### config.mk
export PLATFORM = sky130hd
export DESIGN_NAME = alu_cmd_master
export DESIGN_NICKNAME = d
export VERILOG_FILES = /design/src/rtl/alu_cmd_master.sv
export SDC_FILE = /design/constraint.sdc
export NUM_CORES = 1
export LEC_CHECK = 0
export ABC_CLOCK_PERIOD_IN_PS = 1900
export CORE_MARGIN = 1
export CORE_UTILIZATION = 30
export CTS_CLUSTER_DIAMETER = 60
export DETAILED_ROUTE_END_ITERATION = 10
export GPL_TIMING_DRIVEN = 0
export PLACE_DENSITY_LB_ADDON = 0.25
export SETUP_SLACK_MARGIN = 0.05
export SKIP_CTS_REPAIR_TIMING = 1
export SLEW_MARGIN = 10
export SYNTH_ARGS = -nofsm -noshare
export SYNTH_HDL_FRONTEND = slang
export SYNTH_SLANG_ARGS = --single-unit
### constraint.sdc
create_clock -name clk -period 1.9 [get_ports clk]
set_clock_uncertainty 0.15 [all_clocks]
set_input_delay 0.19 -clock clk [delete_from_list [all_inputs] [get_ports clk]]
set_output_delay 0.19 -clock clk [all_outputs]
set_load 0.005 [all_outputs]
### src/rtl/alu_cmd_master.sv
// Command master for a combinational ALU: accepts a command, holds the ALU inputs for SETTLE cycles,
// captures the result and offers it as a response. Optional overflow counter: define ALU_CMD_OVFCNT_EN.
module alu_cmd_master #(
  parameter int WIDTH  = 6,
  parameter int SETTLE = 2
) (
  input  logic               clk,
  input  logic               rst,
  input  logic               cmd_valid,
  output logic               cmd_ready,
  input  logic [WIDTH-1:0]   cmd_a,
  input  logic [WIDTH-1:0]   cmd_b,
  input  logic [1:0]         cmd_func,
  output logic [WIDTH-1:0]   alu_a,
  output logic [WIDTH-1:0]   alu_b,
  output logic [1:0]         alu_func,
  input  logic [2*WIDTH-1:0] alu_out,
  input  logic               alu_ovf,
  output logic               rsp_valid,
  input  logic               rsp_ready,
  output logic [2*WIDTH-1:0] rsp_data,
  output logic               rsp_ovf,
  output logic               busy
`ifdef ALU_CMD_OVFCNT_EN
  ,
  output logic [7:0]         ovf_count
`endif
);

  typedef enum logic [1:0] {IDLE, WAIT, RESP} state_t;

  localparam logic [3:0] CNT_INIT = 4'(SETTLE - 1);
  localparam logic [1:0] FUNC_DIV = 2'b11;

  state_t               state_q, state_d;
  logic [3:0]           cnt_q, cnt_d;
  logic [WIDTH-1:0]     alu_a_q, alu_a_d;
  logic [WIDTH-1:0]     alu_b_q, alu_b_d;
  logic [1:0]           alu_func_q, alu_func_d;
  logic [2*WIDTH-1:0]   rsp_data_q, rsp_data_d;
  logic                 rsp_ovf_q, rsp_ovf_d;
`ifdef ALU_CMD_OVFCNT_EN
  logic [7:0]           ovf_count_q, ovf_count_d;
`endif

  always_comb begin
    state_d    = state_q;
    cnt_d      = cnt_q;
    alu_a_d    = alu_a_q;
    alu_b_d    = alu_b_q;
    alu_func_d = alu_func_q;
    rsp_data_d = rsp_data_q;
    rsp_ovf_d  = rsp_ovf_q;
`ifdef ALU_CMD_OVFCNT_EN
    ovf_count_d = ovf_count_q;
`endif
    unique case (state_q)
      IDLE: begin
        if (cmd_valid) begin
          alu_a_d    = cmd_a;
          alu_b_d    = cmd_b;
          alu_func_d = cmd_func;
          // Divide-by-zero never waits on the ALU; its response is fixed.
          if (cmd_func == FUNC_DIV && cmd_b == '0) begin
            rsp_data_d = '1;
            rsp_ovf_d  = 1'b1;
            state_d    = RESP;
          end else begin
            cnt_d   = CNT_INIT;
            state_d = WAIT;
          end
        end
      end
      WAIT: begin
        if (cnt_q == '0) begin
          rsp_data_d = alu_out;
          rsp_ovf_d  = alu_ovf;
          state_d    = RESP;
        end else begin
          cnt_d = cnt_q - 4'd1;
        end
      end
      RESP: begin
        if (rsp_ready) begin
          state_d = IDLE;
`ifdef ALU_CMD_OVFCNT_EN
          if (rsp_ovf_q && ovf_count_q != 8'hFF) ovf_count_d = ovf_count_q + 8'd1;
`endif
        end
      end
      default: state_d = IDLE;
    endcase
  end

  always_ff @(posedge clk or posedge rst) begin
    if (rst) begin
      state_q    <= IDLE;
      cnt_q      <= '0;
      alu_a_q    <= '0;
      alu_b_q    <= '0;
      alu_func_q <= '0;
      rsp_data_q <= '0;
      rsp_ovf_q  <= 1'b0;
`ifdef ALU_CMD_OVFCNT_EN
      ovf_count_q <= '0;
`endif
    end else begin
      state_q    <= state_d;
      cnt_q      <= cnt_d;
      alu_a_q    <= alu_a_d;
      alu_b_q    <= alu_b_d;
      alu_func_q <= alu_func_d;
      rsp_data_q <= rsp_data_d;
      rsp_ovf_q  <= rsp_ovf_d;
`ifdef ALU_CMD_OVFCNT_EN
      ovf_count_q <= ovf_count_d;
`endif
    end
  end

  assign cmd_ready = (state_q == IDLE);
  assign rsp_valid = (state_q == RESP);
  assign busy      = (state_q != IDLE);
  assign alu_a     = alu_a_q;
  assign alu_b     = alu_b_q;
  assign alu_func  = alu_func_q;
  assign rsp_data  = rsp_data_q;
  assign rsp_ovf   = rsp_ovf_q;
`ifdef ALU_CMD_OVFCNT_EN
  assign ovf_count = ovf_count_q;
`endif

endmodule

# [After elaboration in Yosys (flattened, before gate mapping)]
# Index checks and enable logic that the tools add are counted.
[op_classes] add_sub_neg=1 n_mul=0 div=0 n_lt_le_gt_ge=0 n_eq_ne=9 shift=0 muxes=17 bitwise_logic=0 reduce_logical=10
[op_table] op="$mux 12" n=3
[op_table] op="$pmux 12 s2" n=1
[op_table] op="$mux 4" n=3
[op_table] op="$mux 2" n=4
[op_table] op="$ne 2x2->1 const B" n=4
[op_table] op="$pmux 4 s2" n=1
[op_table] op="$reduce_and 4->1" n=2
[op_table] op="$logic_not 6->1" n=1
[op_table] op="$pmux 2 s3" n=1
[op_table] op="$eq 2x2->1 const B" n=2
[op_table] op="$logic_not 4->1" n=1
[op_table] op="$ne 2x1->1 const B" n=2
[op_table] op="$reduce_bool 2->1" n=2
[op_table] op="$sub 4x1->4 const B" n=1
[op_table] op="$mux 1" n=3
[op_table] op="$reduce_and 3->1" n=1
[op_table] op="$eq 2x1->1 const B" n=1
[op_table] op="$logic_not 2->1" n=1
[op_table] op="$pmux 1 s2" n=1
[op_table] op="$reduce_and 2->1" n=1
[op_table] op="$logic_and 1x1->1" n=1
[word_totals] ff_bits=33 latch_bits=0 mem_bits_rw=0 mem_bits_ro=0 inputBits=31 out_inout_bits=30 elab_cells=44 n_memories=0

# [Longest topological paths before layout]
# Gate-level depths: netlist of run 1.
[logic_depth] word_depth=5 mapped_depth=6 mapped_depth_nobuf=5

# [Worst setup path after synthesis of run 1]
# Ideal clock, no wire load.
[synth_timing] kind="register to register" start="register cnt_q[0]" end="register rsp_data_q[7], in the netlist rsp_data[7]" setup_time_ns=0.122 arrival_ns=1.408 required_time_ns=1.628 setup_slack_ns=0.220 stages_incl_launch_ff=7 n_path_buf=1 period_less_slack_ns=1.680 path_cell_list="dfrtp_1 inv_1 ha_1 nor3b_4 nand2_2 buf_2 a2bb2oi_1"
[synth_between] elab_chain_len=3
[synth_lines] item="start, declared" line_no="36" text="logic [3:0] cnt_q, cnt_d;"
[synth_lines] item="start signal, assigned" line_no="109" text="cnt_q <= cnt_d;"
[synth_lines] item="$logic_not 4->1" line_no="75" text="if (cnt_q == '0) begin"
[synth_lines] item="$ne 2x2->1 (no source line)"
[synth_lines] item="$reduce_and 4->1 (no source line)"
[synth_lines] item="end signal, assigned" line_no="113" text="rsp_data_q <= rsp_data_d;"
[synth_lines] item="end, declared" line_no="40" text="logic [2*WIDTH-1:0] rsp_data_q, rsp_data_d;"
# Every way passes these cells.
# A chain may end at the register's enable or synchronous reset.

# [Final worst setup path of run 1]
[layout_timing] start="register state_q[0]" end="output port cmd_ready"
[layout_between] elab_chain_len=1
[layout_lines] item="start, declared" line_no="35" text="state_t state_q, state_d;"
[layout_lines] item="start signal, assigned" line_no="108" text="state_q <= state_d;"
[layout_lines] item="$logic_not 2->1" line_no="121" text="assign cmd_ready = (state_q == IDLE);"
[layout_lines] item="end, declared" line_no="10" text="output logic cmd_ready,"
# Every way passes these cells.

==> metrics.log, run 1 <==
INFO  metric reg2reg_depth = 7
INFO  metric share_seq_of_total_power = 35.6%
INFO  metric place.port_buffers = 60
INFO  metric drtAntennaViolNets = 0
INFO  metric hold_path.class = input pin to asynchronous set/reset pin
INFO  metric worst-slew-pin-transition = 0.684 ns
INFO  metric ios = 61
INFO  metric drc = 0
INFO  metric yosys_register_bits = 33
INFO  metric floorplan.die_area = 5180 sq um
INFO  metric mappedNetlistArea = 1470 sq um
INFO  metric start_util = 31.1%
INFO  metric core.rowCount = 25
INFO  metric global_route_total_usage_across_every_layer = 14.6%
INFO  metric ys.warnings.count = 0
INFO  metric floorplan_core_area = 4720 sq um
INFO  metric cellPowerDensity = 1600 nW/um^2
INFO  metric area_growth_syn_to_layout = 54.8%
INFO  metric total_switching_power = 1.17 mW
INFO  metric crit-reg2reg-launch = cnt_q[0]
INFO  metric synthDistinctLibCells = 30
INFO  metric drive_above_1_share = 21.6%
INFO  metric insertedDiodeCount = 0
INFO  metric fillers = 426
INFO  metric biggest_cell_delay_along_the_critical_path = 0.51 ns
INFO  metric syn_nets = 148
INFO  metric ctsLongestPathBuffers = 2
INFO  metric grt-ovfl-total = 0
INFO  metric power_frac_comb = 49.8%
INFO  metric finish.instance_area = 2270 sq um
INFO  metric via_count = 1182
INFO  metric synth_ff_type = sky130_fd_sc_hd__dfrtp_1
INFO  metric worstReg2RegEnd = rsp_data[7]
INFO  metric largest_net_degree_at_the_start_of_global_routing = 34
INFO  metric routed_wire_length_per_instance = 13.9 um
INFO  metric smallest_hold_slack = 0.184 ns
INFO  metric cts_tree = done
INFO  metric numCtsBuffers = 5
INFO  metric vdd.ir_drop.worst = 593 uV
INFO  metric drv_cap = 0
INFO  metric critical_path.top_delay_family = buffers and inverters
INFO  metric ff2ff_setup_slack = 0.13 ns
INFO  metric slew-limit-headroom = 54.3%
INFO  metric maxClockFrequency = 563 MHz
INFO  metric chipWidth = 72.0 um
INFO  metric period_share = 93.5%
INFO  metric first_iter_violations = 39
INFO  metric yosysTopAreaCell = sky130_fd_sc_hd__dfrtp_1
INFO  metric synth_seq_area_share = 56.2%
INFO  metric first_global_vias = 1224
INFO  metric internal_power = 2.48 mW
INFO  metric crit_chain = nor2_2 -> clkdlybuf4s50_1
INFO  metric place.gp.congestion = 0.673
INFO  metric timing_worst_setup_path_type = register to output port
INFO  metric dieHeight = 72.0 um
INFO  metric totalNegativeSetupSlack = 0 ns
INFO  metric synth-edff-count = 0
INFO  metric power_frac_clock = 14.6%
INFO  metric average_footprint_of_a_synthesized_cell = 12.8 sq um
INFO  metric netlist_instances = 115
INFO  metric asyncSetResetFlopFracSynth = 100%
INFO  metric finish.net_count = 218
INFO  metric via_per_inst = 4.69
INFO  metric synth_most_common_cell = sky130_fd_sc_hd__dfrtp_1
INFO  metric wire_length_of_the_first_global_routing_pass = 5630 um
INFO  metric synth_common_cells = sky130_fd_sc_hd__dfrtp_1, sky130_fd_sc_hd__a21oi_1, sky130_fd_sc_hd__mux2_2
INFO  metric clk_latency = 0.28 ns
INFO  metric detailed_place.area = 2150 sq um
INFO  metric power = 3.65 mW
INFO  metric yosys.area.top_type_share = 56.2%
INFO  metric critical_path.n_buffers_inverters = 1
INFO  metric cts_root_buffer = sky130_fd_sc_hd__clkbuf_8
INFO  metric tritoncts_num_sinks = 33
INFO  metric timing_max_transition_violations_final = 0
INFO  metric critPathMaxFanout = 6
INFO  metric slowest_stage = sky130_fd_sc_hd__clkdlybuf4s50_1
INFO  metric detailedPlacementHpwl = 2530 um
INFO  metric crit_arrival = 1.44 ns
INFO  metric clk_transition_reported_paths = 0.07 ns
INFO  metric critPathCaptureType = output port
INFO  metric worst-endpoint-required = 1.56 ns
INFO  metric grt_antenna_before_repair = 0
INFO  metric switching_share = 32.0%
INFO  metric firstDrtPassIters = 4
INFO  metric rsz_0062_raised_after_global_routing = yes
INFO  metric synth_top_cells_by_area = sky130_fd_sc_hd__dfrtp_1, sky130_fd_sc_hd__mux2_2, sky130_fd_sc_hd__a2bb2oi_1
INFO  metric critical_path_launch_point_type = register
INFO  metric layout_min_cycle_time = 1.78 ns
INFO  metric outcome = finished, final reports clean
INFO  metric report.final.hold_viol_count = 0
INFO  metric setup_viol = 0
INFO  metric cts_htree_levels = 2
INFO  metric p_leak = 0.921 nW
INFO  metric finalWirelength = 3510 um
power by group through the flow:
stage                     clock network, mW  logic [mW]  registers [mW]
after floorplan                           0       0.865            1.30
after global placement                    0        1.73            1.28
after detailed placement                  0        1.78            1.30
after CTS                             0.550        1.78            1.30
after global routing                  0.588        1.98            1.35
final                                 0.531        1.82            1.30
flip-flops by register name, indices dropped and copies added (netlist names):
name	count
rsp_data	12
alu_b	6
state_q	2
alu_func	2
rsp_ovf	1
cnt_q	4
alu_a	6
cells in the final DEF, fill, tap and decap left out, types with 2 or more instances in the layout:
master                            instances
sky130_fd_sc_hd__nand2b_1                 2
sky130_fd_sc_hd__clkdlybuf4s50_1         60
sky130_fd_sc_hd__clkbuf_8                 6
sky130_fd_sc_hd__o21ai_0                  3
sky130_fd_sc_hd__nor3_1                   2
sky130_fd_sc_hd__mux2_2                  14
sky130_fd_sc_hd__a21oi_1                 14
sky130_fd_sc_hd__a2bb2oi_1               13
sky130_fd_sc_hd__inv_1                    4
sky130_fd_sc_hd__nor2b_1                  2
sky130_fd_sc_hd__nor2_1                   2
sky130_fd_sc_hd__buf_4                    6
sky130_fd_sc_hd__nor3b_4                  2
sky130_fd_sc_hd__dfrtp_1                 33
kinds of logic (layout without fill, tap and decap cells):
| logic type | after synthesis | in the layout | synth area share, % |
|---|---|---|---|
| DFF | 33 | 33 | 56.2 |
| and+or+nand+nor | 18 | 18 | 9.62 |
| adders and majority gates | 2 | 2 | 1.70 |
| muxes | 14 | 14 | 10.7 |
| buffers and inverters | 11 | 81 | 4.00 |
| AOI/OAI and AO/OA | 37 | 37 | 17.7 |
metal layers:
metal  vias up  track usage [%]  wire length (um)
met2        45             23.5              1690
met5         -                0                 0
met4         0             6.97                97
li1        557                -                 -
met3         9             6.25               276
met1       571             16.8              1440
worst max path at each step:
stage	to	startpoint	cells after the start	slack, ns
6_report	cmd_ready	state_q[0]	2	0.12
5_1_grt	rsp_valid	state_q[1]	3	0.04
4_1_cts	rsp_data[7]	cnt_q[0]	6	-0.06
3_5_place_dp	rsp_data[1]	cnt_q[0]	6	-0.05
3_3_place_gp	rsp_data[7]	cnt_q[0]	6	0.02
2_1_floorplan	rsp_data[7]	cnt_q[0]	6	0.22
cell type report:
class	count	area [sq um]	area share, %
Buffer	6	42.5	1.87
Inverter	5	18.8	0.826
Sequential cell	33	826	36.3
Clock inverter	1	7.51	0.330
Multi-Input combinational cell	71	589	25.9
Clock buffer	6	82.6	3.63
Timing Repair Buffer	63	623	27.4
Tap cell	67	83.8	3.69
stage by stage:
step / utilization (%) / setup slack [ns] / cells
after global placement: 45.6 / 0.0204 / 242
after CTS: 47.5 / -0.0578 / 249
after detailed placement: 45.6 / -0.0493 / 242
final: 48.1 / 0.124 / 252
after global routing: 48.1 / 0.0396 / 252
after floorplan: - / 0.220 / 115
No activity file was read; power rests on OpenSTA's default activity.
==> run 2: changes to the inputs <==
--- a/config.mk
+++ b/config.mk
@@ -6,6 +6,7 @@
 export NUM_CORES = 1
 export LEC_CHECK = 0
 export ABC_CLOCK_PERIOD_IN_PS = 1900
+export CAP_MARGIN = 20
 export CORE_MARGIN = 1
 export CORE_UTILIZATION = 30
 export CTS_CLUSTER_DIAMETER = 60
==> metrics.log, run 2 (synthesized netlist as in run 1, its figures left out) <==
INFO  metric outcome = finished, final reports clean
INFO  metric rsz_0062_raised_after_global_routing = yes
INFO  metric sequential_cell_area = 826 sq um (unchanged)
INFO  metric tritoncts_num_sinks = 33 (unchanged)
INFO  metric setup_viol = 0 (unchanged)
INFO  metric routed_wire_length_per_instance = 13.8 um (-1.2%)
INFO  metric worstReg2RegEnd = rsp_data[7]
INFO  metric cts_tree = done
INFO  metric cellPowerDensity = 1590 nW/um^2 (-0.96%)
INFO  metric insertedDiodeCount = 0 (unchanged)
INFO  metric ctsLongestPathBuffers = 2 (unchanged)
INFO  metric instances_no_fill = 256 (+1.6%)
INFO  metric worst-endpoint-required = 1.91 ns (+0.35 ns)
INFO  metric layout_min_cycle_time = 1.80 ns (+0.0210 ns)
INFO  metric first_global_vias = 1230 (+0.49%)
INFO  metric dieHeight = 72.0 um (unchanged)
INFO  metric finalWirelength = 3520 um (+0.40%)
INFO  metric placed_cells_incl_taps = 243 (+0.41%)
INFO  metric fillers = 433 (+1.6%)
INFO  metric drive_above_1_share = 22.8% (+1.1 points)
INFO  metric reg2reg_depth = 6 (-1)
INFO  metric core.rowCount = 25 (unchanged)
INFO  metric p_leak = 0.949 nW (+3.1%)
INFO  metric global_route_total_usage_across_every_layer = 14.4% (-0.20 points)
INFO  metric crit-reg2reg-launch = cnt_q[0]
INFO  metric floorplan.die_area = 5180 sq um (unchanged)
INFO  metric power = 3.69 mW (+1.3%)
INFO  metric grt_antenna_before_repair = 0 (unchanged)
INFO  metric via_per_inst = 4.66 (-0.56%)
INFO  metric detailedPlacementHpwl = 2600 um (+3.0%)
INFO  metric place.gp.congestion = 0.673 (unchanged)
INFO  metric ios = 61 (unchanged)
INFO  metric drtAntennaViolNets = 0 (unchanged)
INFO  metric timing_worst_setup_path_type = register to register
INFO  metric drv_cap = 0 (unchanged)
INFO  metric finish.net_count = 222 (+1.8%)
INFO  metric timing.final.ws_setup = 0.103 ns (-0.0210 ns)
INFO  metric worst-slew-pin-transition = 0.617 ns (-0.0669 ns)
INFO  metric clk_transition_reported_paths = 0.07 ns (about the same)
INFO  metric chipWidth = 72.0 um (unchanged)
INFO  metric first_iter_violations = 50 (+28%)
INFO  metric hold_path.class = input pin to asynchronous set/reset pin
INFO  metric report.final.hold_viol_count = 0 (unchanged)
INFO  metric pre_cts_slack = -0.0688 ns (-0.0195 ns)
INFO  metric place.port_buffers = 60 (unchanged)
INFO  metric vdd.ir_drop.worst = 577 uV (-2.7%)
INFO  metric numCtsBuffers = 5 (unchanged)
INFO  metric cts_root_buffer = sky130_fd_sc_hd__clkbuf_8
INFO  metric floorplan_core_area = 4720 sq um (unchanged)
INFO  metric layout.cells.most_common_list = sky130_fd_sc_hd__clkdlybuf4s50_1, sky130_fd_sc_hd__dfrtp_1, sky130_fd_sc_hd__a21oi_1, sky130_fd_sc_hd__mux2_2, sky130_fd_sc_hd__a2bb2oi_1
INFO  metric largest_net_degree_at_the_start_of_global_routing = 21 (-38%)
INFO  metric crit_arrival = 1.81 ns (+0.37 ns)
INFO  metric number_of_flip_flops_in_the_largest_register = 12 (unchanged)
INFO  metric clk_latency = 0.28 ns (about the same)
INFO  metric final_common_cell = sky130_fd_sc_hd__clkdlybuf4s50_1
INFO  metric area_growth_syn_to_layout = 58.3%
INFO  metric cts_htree_levels = 2 (unchanged)
INFO  metric slew-limit-headroom = 58.8% (+4.5 points)
INFO  metric via_count = 1194 (+1.0%)
INFO  metric ff2ff_setup_slack = 0.10 ns (-0.03 ns)
INFO  metric timing_max_transition_violations_final = 0 (unchanged)
INFO  metric critPathMaxFanout = 10 (+4)
INFO  metric period_share = 94.6% (+1.1 points)
INFO  metric wire_length_of_the_first_global_routing_pass = 5580 um (-0.98%)
INFO  metric critPathCaptureType = register
INFO  metric firstDrtPassIters = 4 (unchanged)
INFO  metric drc = 0 (unchanged)
INFO  metric start_util = 31.1% (unchanged)
INFO  metric grt-ovfl-total = 0 (unchanged)
INFO  metric maxClockFrequency = 556 MHz (-1.2%)
INFO  metric combined_area_of_the_multi_input_logic_cells = 587 sq um (-0.42%)
INFO  metric critical_path_launch_point_type = register
-- run 2: cell types whose count changed in the layout (fill, tap and decap cells not counted) --
cell / previous run / this run
sky130_fd_sc_hd__buf_6: 1 / 2
sky130_fd_sc_hd__ha_1: 1 / 2
sky130_fd_sc_hd__buf_16: 0 / 1
sky130_fd_sc_hd__ha_2: 1 / 0
sky130_fd_sc_hd__buf_4: 6 / 8
-- run 2: worst max path at each step --
stage	from	endpoint	slack [ns]
5_1_grt	cnt_q[0]	state_q[1]	0.03
2_1_floorplan	cnt_q[0]	rsp_data[7]	0.22
3_5_place_dp	cnt_q[0]	rsp_data[1]	-0.07
3_3_place_gp	cnt_q[0]	rsp_data[7]	0.02
6_report	cnt_q[0]	rsp_data[7]	0.10
4_1_cts	cnt_q[0]	rsp_data[7]	-0.07
-- run 2: power breakdown --
group,switching (mW),total [mW],internal (mW),leakage [nW]
Sequential,0.237,1.29,1.06,0.383
Clock,0.243,0.529,0.286,0.0433
Combinational,0.695,1.87,1.17,0.523
Total,1.18,3.69,2.52,0.949
-- run 2: metal layers --
metal	GRT usage (%)	wire (um)	up-vias
met1	15.5	1460	580
met2	24.6	1760	46
li1	-	-	564
met5	0	0	-
met3	6.25	272	4
met4	6.32	31	0
-- run 2: cell type report --
type                            instances  share of cell area [%]
Sequential cell                        33                    35.5
Timing Repair Buffer                   67                    29.0
Multi-Input combinational cell         71                    25.2
Tap cell                               67                    3.61
Clock buffer                            6                    3.55
Buffer                                  6                    1.99
Inverter                                5                   0.807
Clock inverter                          1                   0.323
-- run 2: critical path, stage by stage, from the launching register on --
cell and delay, ns:
sky130_fd_sc_hd__dfrtp_1 0.41, sky130_fd_sc_hd__inv_2 0.09, sky130_fd_sc_hd__ha_1 0.20, sky130_fd_sc_hd__nor3b_4 0.37
sky130_fd_sc_hd__nand2_2 0.13, sky130_fd_sc_hd__buf_4 0.20, sky130_fd_sc_hd__a2bb2oi_1 0.13
-- run 2: per-stage QoR --
| step | utilization [%] | hold slack (ns) | TNS (ns) | cell area [sq um] |
|---|---|---|---|---|
| global placement | 45.6 | 0.342 | 0 | 2150 |
| finish | 49.2 | 0.129 | 0 | 2320 |
| CTS | 48.1 | 0.137 | -0.626 | 2270 |
| detailed placement | 46.2 | 0.344 | -0.590 | 2180 |
| floorplan | - | 0.169 | 0 | 1470 |
| global route | 49.2 | 0.185 | 0 | 2320 |
==> run 3: changes to the inputs <==
--- a/config.mk
+++ b/config.mk
@@ -6,7 +6,7 @@
 export NUM_CORES = 1
 export LEC_CHECK = 0
 export ABC_CLOCK_PERIOD_IN_PS = 1900
-export CAP_MARGIN = 20
+export CAP_MARGIN = 5
 export CORE_MARGIN = 1
 export CORE_UTILIZATION = 30
 export CTS_CLUSTER_DIAMETER = 60
==> results of run 3 <==
Same layout as run 1: the final DEF is identical, and so are final timing and power.
